File: src/rtl/pmem_arbiter.sv
// pmem_arbiter: serialises I-cache and D-cache line transactions onto the
// single burst pmem port. Round-robin on contention, latched address/data for
// the granted transaction, and saturating grant/wait counters.
module pmem_arbiter #(
    parameter int LINE_W = 256,
    parameter int ADDR_W = 32,
    parameter int CNT_W  = 32
) (
    input  logic              clk,
    input  logic              rst,

    input  logic              i_pmem_read,
    input  logic [ADDR_W-1:0] i_pmem_address,
    output logic [LINE_W-1:0] i_pmem_rdata,
    output logic              i_pmem_resp,

    input  logic              d_pmem_read,
    input  logic              d_pmem_write,
    input  logic [ADDR_W-1:0] d_pmem_address,
    input  logic [LINE_W-1:0] d_pmem_wdata,
    output logic [LINE_W-1:0] d_pmem_rdata,
    output logic              d_pmem_resp,

    output logic              pmem_read,
    output logic              pmem_write,
    output logic [ADDR_W-1:0] pmem_address,
    output logic [LINE_W-1:0] pmem_wdata,
    input  logic [LINE_W-1:0] pmem_rdata,
    input  logic              pmem_resp,

    output logic [CNT_W-1:0]  i_grants,
    output logic [CNT_W-1:0]  d_grants,
    output logic [CNT_W-1:0]  i_wait_cycles,
    output logic [CNT_W-1:0]  d_wait_cycles,
    output logic              proto_err
);

    typedef enum logic [1:0] {
        IDLE    = 2'd0,
        SERVE_I = 2'd1,
        SERVE_D = 2'd2
    } state_t;

    // last_grant encoding: which side completed the most recent transaction
    localparam logic GRANT_I = 1'b0;
    localparam logic GRANT_D = 1'b1;

    localparam logic [CNT_W-1:0] CNT_MAX = {CNT_W{1'b1}};
    localparam logic [CNT_W-1:0] CNT_ONE = {{(CNT_W-1){1'b0}}, 1'b1};

    // Saturating increment: holds at all-ones instead of wrapping to zero.
    function automatic logic [CNT_W-1:0] sat_inc(input logic [CNT_W-1:0] value,
                                                  input logic             en);
        logic [CNT_W-1:0] result;
        if (en && (value != CNT_MAX)) begin
            result = value + CNT_ONE;
        end else begin
            result = value;
        end
        return result;
    endfunction

    // Registered state
    state_t            state_r;
    logic              last_grant_r;
    logic [ADDR_W-1:0] addr_q;
    logic [LINE_W-1:0] wdata_q;
    logic              op_q;          // 1 = writeback, 0 = line fill
    logic              pmem_read_r;
    logic              pmem_write_r;
    logic [CNT_W-1:0]  i_grants_r;
    logic [CNT_W-1:0]  d_grants_r;
    logic [CNT_W-1:0]  i_wait_r;
    logic [CNT_W-1:0]  d_wait_r;
    logic              proto_err_r;

    // Combinational decode
    state_t            state_next_s;
    logic              i_req_s;
    logic              d_req_s;
    logic              grant_i_s;
    logic              grant_d_s;
    logic              done_i_s;
    logic              done_d_s;
    logic              op_next_s;
    logic              rd_next_s;
    logic              wr_next_s;

    assign i_req_s = i_pmem_read;
    assign d_req_s = d_pmem_read | d_pmem_write;

    // A completion only counts while the matching side is actually being served;
    // a stray pmem_resp in IDLE is dropped here.
    assign done_i_s = (state_r == SERVE_I) && pmem_resp;
    assign done_d_s = (state_r == SERVE_D) && pmem_resp;

    // Next-state and grant decision; ties go to the side not granted last.
    always_comb begin
        state_next_s = state_r;
        grant_i_s    = 1'b0;
        grant_d_s    = 1'b0;
        case (state_r)
            IDLE: begin
                if (i_req_s && d_req_s) begin
                    if (last_grant_r == GRANT_I) begin
                        grant_d_s = 1'b1;
                    end else begin
                        grant_i_s = 1'b1;
                    end
                end else if (i_req_s) begin
                    grant_i_s = 1'b1;
                end else if (d_req_s) begin
                    grant_d_s = 1'b1;
                end else begin
                    grant_i_s = 1'b0;
                    grant_d_s = 1'b0;
                end

                if (grant_i_s) begin
                    state_next_s = SERVE_I;
                end else if (grant_d_s) begin
                    state_next_s = SERVE_D;
                end else begin
                    state_next_s = IDLE;
                end
            end
            SERVE_I: begin
                if (pmem_resp) begin
                    state_next_s = IDLE;
                end else begin
                    state_next_s = SERVE_I;
                end
            end
            SERVE_D: begin
                if (pmem_resp) begin
                    state_next_s = IDLE;
                end else begin
                    state_next_s = SERVE_D;
                end
            end
            default: begin
                state_next_s = IDLE;
            end
        endcase
    end

    // Operation type of the transaction that will be active next cycle, and the
    // pmem strobes it implies; write wins when the D side raises both.
    always_comb begin
        op_next_s = op_q;
        if (grant_d_s) begin
            op_next_s = d_pmem_write;
        end else if (grant_i_s) begin
            op_next_s = 1'b0;
        end else begin
            op_next_s = op_q;
        end
        rd_next_s = (state_next_s == SERVE_I) ||
                    ((state_next_s == SERVE_D) && !op_next_s);
        wr_next_s = (state_next_s == SERVE_D) && op_next_s;
    end

    // FSM state, round-robin pointer and registered pmem strobes.
    always_ff @(posedge clk) begin
        if (rst) begin
            state_r      <= IDLE;
            last_grant_r <= GRANT_I;
            pmem_read_r  <= 1'b0;
            pmem_write_r <= 1'b0;
        end else begin
            state_r      <= state_next_s;
            pmem_read_r  <= rd_next_s;
            pmem_write_r <= wr_next_s;
            if (done_i_s) begin
                last_grant_r <= GRANT_I;
            end else if (done_d_s) begin
                last_grant_r <= GRANT_D;
            end else begin
                last_grant_r <= last_grant_r;
            end
        end
    end

    // Capture address/data of the granted request so later changes on the
    // cache ports cannot disturb an in-flight burst.
    always_ff @(posedge clk) begin
        if (rst) begin
            addr_q  <= {ADDR_W{1'b0}};
            wdata_q <= {LINE_W{1'b0}};
            op_q    <= 1'b0;
        end else if (grant_d_s) begin
            addr_q  <= d_pmem_address;
            wdata_q <= d_pmem_wdata;
            op_q    <= d_pmem_write;
        end else if (grant_i_s) begin
            addr_q  <= i_pmem_address;
            wdata_q <= wdata_q;
            op_q    <= 1'b0;
        end else begin
            addr_q  <= addr_q;
            wdata_q <= wdata_q;
            op_q    <= op_q;
        end
    end

    // Saturating performance counters; a side waits whenever it requests and is
    // not the one being served, including the arbitration cycle in IDLE.
    always_ff @(posedge clk) begin
        if (rst) begin
            i_grants_r <= {CNT_W{1'b0}};
            d_grants_r <= {CNT_W{1'b0}};
            i_wait_r   <= {CNT_W{1'b0}};
            d_wait_r   <= {CNT_W{1'b0}};
        end else begin
            i_grants_r <= sat_inc(i_grants_r, done_i_s);
            d_grants_r <= sat_inc(d_grants_r, done_d_s);
            i_wait_r   <= sat_inc(i_wait_r, i_req_s && (state_r != SERVE_I));
            d_wait_r   <= sat_inc(d_wait_r, d_req_s && (state_r != SERVE_D));
        end
    end

    // Sticky flag for the illegal simultaneous D read+write request.
    always_ff @(posedge clk) begin
        if (rst) begin
            proto_err_r <= 1'b0;
        end else begin
            proto_err_r <= proto_err_r | (d_pmem_read & d_pmem_write);
        end
    end

    assign pmem_read     = pmem_read_r;
    assign pmem_write    = pmem_write_r;
    assign pmem_address  = addr_q;
    assign pmem_wdata    = wdata_q;

    // Completion pulses must coincide with pmem_resp, so they stay combinational.
    assign i_pmem_resp   = done_i_s;
    assign d_pmem_resp   = done_d_s;
    assign i_pmem_rdata  = pmem_rdata;
    assign d_pmem_rdata  = pmem_rdata;

    assign i_grants      = i_grants_r;
    assign d_grants      = d_grants_r;
    assign i_wait_cycles = i_wait_r;
    assign d_wait_cycles = d_wait_r;
    assign proto_err     = proto_err_r;

endmodule

File: config.mk
export PLATFORM = sky130hd
export DESIGN_NAME = pmem_arbiter
export DESIGN_NICKNAME = d
export VERILOG_FILES = /design/src/rtl/pmem_arbiter.sv
export SDC_FILE = /design/constraint.sdc
export NUM_CORES = 1
export LEC_CHECK = 0
export CORE_AREA = 2 2 587 589
export CTS_BUF_LIST = sky130_fd_sc_hd__clkbuf_8
export CTS_CLUSTER_SIZE = 20
export DETAILED_ROUTE_END_ITERATION = 10
export DIE_AREA = 0 0 589 591
export GPL_TIMING_DRIVEN = 0
export PLACE_DENSITY = 0.3
export SYNTH_ARGS = -nofsm -noshare
export SYNTH_HDL_FRONTEND = slang
export SYNTH_SLANG_ARGS = --single-unit
File: constraint.sdc
create_clock -name clk -period 3.91 [get_ports clk]
set_input_delay 0.5865 -clock clk [delete_from_list [all_inputs] [get_ports clk]]
set_output_delay 0.5865 -clock clk [all_outputs]
set_load 0.05 [all_outputs]
==> results by group <==
Synthesis
  – EDFF count, synth: 0
  – Adder-cell share of the synthesized area: 0.242%
  – Dominant cell type by area after synthesis: dfxtp_1
  – Flops & latches, synth: 423
  – Share of the yosys chip area belonging to registers: 40.9%
  – Synth top area share: 40.9%
  – Largest family of logic cells by synthesized area: buffers and inverters
  – Syn_nets: 3179
  – Synth Area per Inst: 7.99 µm²
  – Synthesized area: 0.0207 mm²
  – Count of distinct cell types in the synthesized netlist: 56
  – Most numerous cell in the Yosys netlist: nand2_1
  – Synth Area in Compound Gates: 12.7%
  – Synth Area in Simple Gates: 20.7%
  – Post-synthesis xor/xnor area fraction: 0.719%
  – Top post-synthesis cells by area: dfxtp_1 41%, buf_4 19%, nand2_1 10%, a21oi_1 8.1%, clkbuf_1 2.2%
  – Yosys warns: 0
  – List of most frequent post-synthesis cells: 558 x nand2_1, 515 x buf_4, 423 x dfxtp_1
  – Ys flop type: dfxtp_1
  – Mux cell area share after synthesis: 3.20%
  – Gate Count Post-Synth: 2593
  – FFs w/ async S/R, synth: 0%

Timing
  – Max Transition Viols Final: 0
  – Crit path time final: 3460 ps
  – Slew margin rel.: 15.0%
  – Final Setup Violations: 0
  – Final Cycle Share: 88.6%
  – RSZ-0062 raised after global routing: false
  – Clk_skew: 71.6 ps
  – Slew @ Worst Pin: 1270 ps
  – Final setup TNS: 0 ps
  – Final Hold Fails: 0
  – Fmax: 289 MHz

Placed design
  – DP HPWL: 184 mm
  – Port bufs: 1257
  – DP Cell Count: 8412
  – Gpl congestion: 0.841

Job
  – Max cap viols: 0

Floorplanning
  – Chip width: 589 µm
  – Core area: 0.342 mm²
  – Starting Density: 6.06%
  – Num ports: 1515
  – Row count: 215
  – Die Y: 591 µm
  – Die area: 0.348 mm²

Critical path
  – Critical Path End Type: register
  – Worst path bufs/invs: 3
  – Worst EP required: 4750 ps
  – Crit path kind: reg -> reg
  – Worst Path Arrival: 4310 ps
  – CP top delay family: buffers and inverters
  – Reg2Reg Setup Slack: 450 ps
  – Critical path launch point type: register
  – Slowest CP cell: clkbuf_1
  – Critical Path Fanout Max: 10
  – CP Cell Sequence: a211oi_1 > nor2b_1 > clkbuf_2 > clkbuf_1 > clkbuf_1 > nand2_1 > a21oi_1
  – Most frequent CP cell: clkbuf_1
  – Reg2Reg Capture Point: pmem_wdata[158]
  – R2r worst-path depth: 7
  – Crit Reg-Reg Startpoint: last_grant_r
  – CP peak stage delay: 730 ps

Detailed routing
  – Vias/cell: 2.76
  – Routed Antenna Nets: 0
  – Drt wl/cell: 24.2 µm
  – Drt first pass iters: 5
  – Post-Route WL: 208 mm
  – Initial DRC count: 1098
  – DR DRC count: 0
  – Detailed-route via count: 23725

Layout
  – Share of cells above drive strength 1: 18.5%
  – Area grow syn2layout: 99.3%
  – Post-Route Utilization: 12.1%
  – Layout Nets: 4546
  – Fin cells: 8599

Global routing
  – Number of global-route vias before repair: 23542
  – Gr ovfl total: 0
  – Tot GR Track Use: 11.4%
  – Initial antenna violation count: 60
  – First-pass GRT wire length: 258 mm
  – Largest net degree at the start of global routing: 16

Clock network
  – Clk_lat worst skew: 880 ps
  – # hold bufs at CTS: 0
  – CTS buffer count: 103
  – Clk slew on worst S/H paths: 60 ps
  – Postcts setup bufs: 0
  – H-tree Lvls: 3
  – Clock sink count: 423
  – Clock buffer depth: 4
  – CTS tree: done
  – Clock root cell: clkbuf_8

Pwr
  – Maximum vdd ir drop: 0.000227 V
  – Static leakage: 14.5 nW
  – Pwr Total: 0.0166 W
  – PwrDens: 402 mW/mm²

Min path
  – Worst min-delay path category: in -> reg
  – Hold endpoint: pmem_wdata[104]
  – Worst Hold Launch: d_pmem_wdata[104]
  – Hold path cells: 3

Run status
  – Outcome: finished, final reports clean
-- worst min-delay path: cells and delay by family --
family / cells / cell delay (ps)
buffers and inverters: 1 / 390
and+or+nand+nor: 1 / 50
AOI/OAI and AO/OA: 1 / 50
-- final cells by class --
cell class | instances | area (µm²)
Inverter | 21 | 78.8
Tap cell | 4557 | 5700
Clock inverter | 44 | 367
Timing Repair Buffer | 1262 | 12600
Antenna cell | 12 | 30.0
Multi-Input combinational cell | 1498 | 7770
Buffer | 651 | 4410
Fill cell | 39298 | 301000
Clock buffer | 131 | 1800
Sequential cell | 423 | 8470
-- per-stage QoR --
stage	hold WS, ps	worst slack, ps	instance area [µm²]
6_report	215	446	41300
5_1_grt	118	111	41300
4_1_cts	43.7	45.1	41200
2_1_floorplan	482	1230	20700
3_3_place_gp	445	-3230	39000
3_5_place_dp	448	-1180	39100
-- worst max-delay path by stage --
stage	from	to	cells after the start	slack (ps)
floorplan	i_grants[0]	i_grants[1]	9	1230
finish	last_grant_r	pmem_wdata[158]	7	450
detailed placement	d_pmem_write	pmem_address[16]	5	-1180
global placement	rst	i_grants[31]	5	-3230
CTS	last_grant_r	pmem_address[16]	5	50
global route	state_r[1]	i_pmem_resp	3	110
-- logic make-up after synthesis --
| logic type | after synthesis |
|---|---|
| AND/OR/NAND/NOR | 942 |
| buffers and inverters | 672 |
| XOR/XNOR | 17 |
| AO/OA/AOI/OAI | 472 |
| adder cells (fa/ha/maj) | 4 |
| flip-flops | 423 |
| multiplexers | 63 |
-- placed cells by master (no fill, tap or decap), types with 3 or more instances in the layout --
cell	n
a211oi_1	36
a21oi_1	335
and2_1	6
and3_1	7
and4_1	9
buf_2	16
buf_4	516
bufinv_16	6
clkbuf_1	109
clkbuf_2	13
clkbuf_8	131
clkdlybuf4s50_1	1252
clkinv_2	10
clkinvlp_4	3
dfxtp_1	423
diode_2	12
ha_1	4
inv_1	42
mux2_2	24
mux2i_1	38
nand2_1	558
nand2b_1	4
nand3_1	51
nand4_1	34
nor2_1	106
nor2b_1	25
nor3_1	12
nor3b_1	3
nor4_1	25
nor4b_1	4
o2111ai_1	5
o211ai_1	3
o21ai_0	45
o31ai_1	33
or2_2	5
or3_1	45
or4_1	37
xnor2_1	7
xor2_1	10
-- state kept, by name (all words and copies together) (netlist names) --
name and cells:
d_wait_cycles 32, proto_err 1, pmem_wdata 256, pmem_write 1
i_grants 32, pmem_address 32, pmem_read 1, op_q 1
i_wait_cycles 32, last_grant_r 1, state_r 2, d_grants 32
-- report_power, final --
group          leakage [nW]  switching, W  total (W)  internal, W
Combinational          9.87       0.00391    0.00574      0.00183
Sequential             3.47      0.000236    0.00486      0.00463
Clock                  1.20       0.00258    0.00596      0.00338
-- metal layers --
metal	up-vias	global-route usage [%]	routed length, µm
li1	11012	-	-
met1	11262	12.4	78800
met2	1181	19.9	101000
met3	242	5.35	22500
met4	28	2.61	5250
met5	-	0	175
-- repair_timing --
item / CTS / global route
setup endpoints to repair: 4 / 0
gates resized for setup: 3 / 0
endpoints found under the hold margin: 0 / 0
No activity file was read; power rests on OpenSTA's default activity.
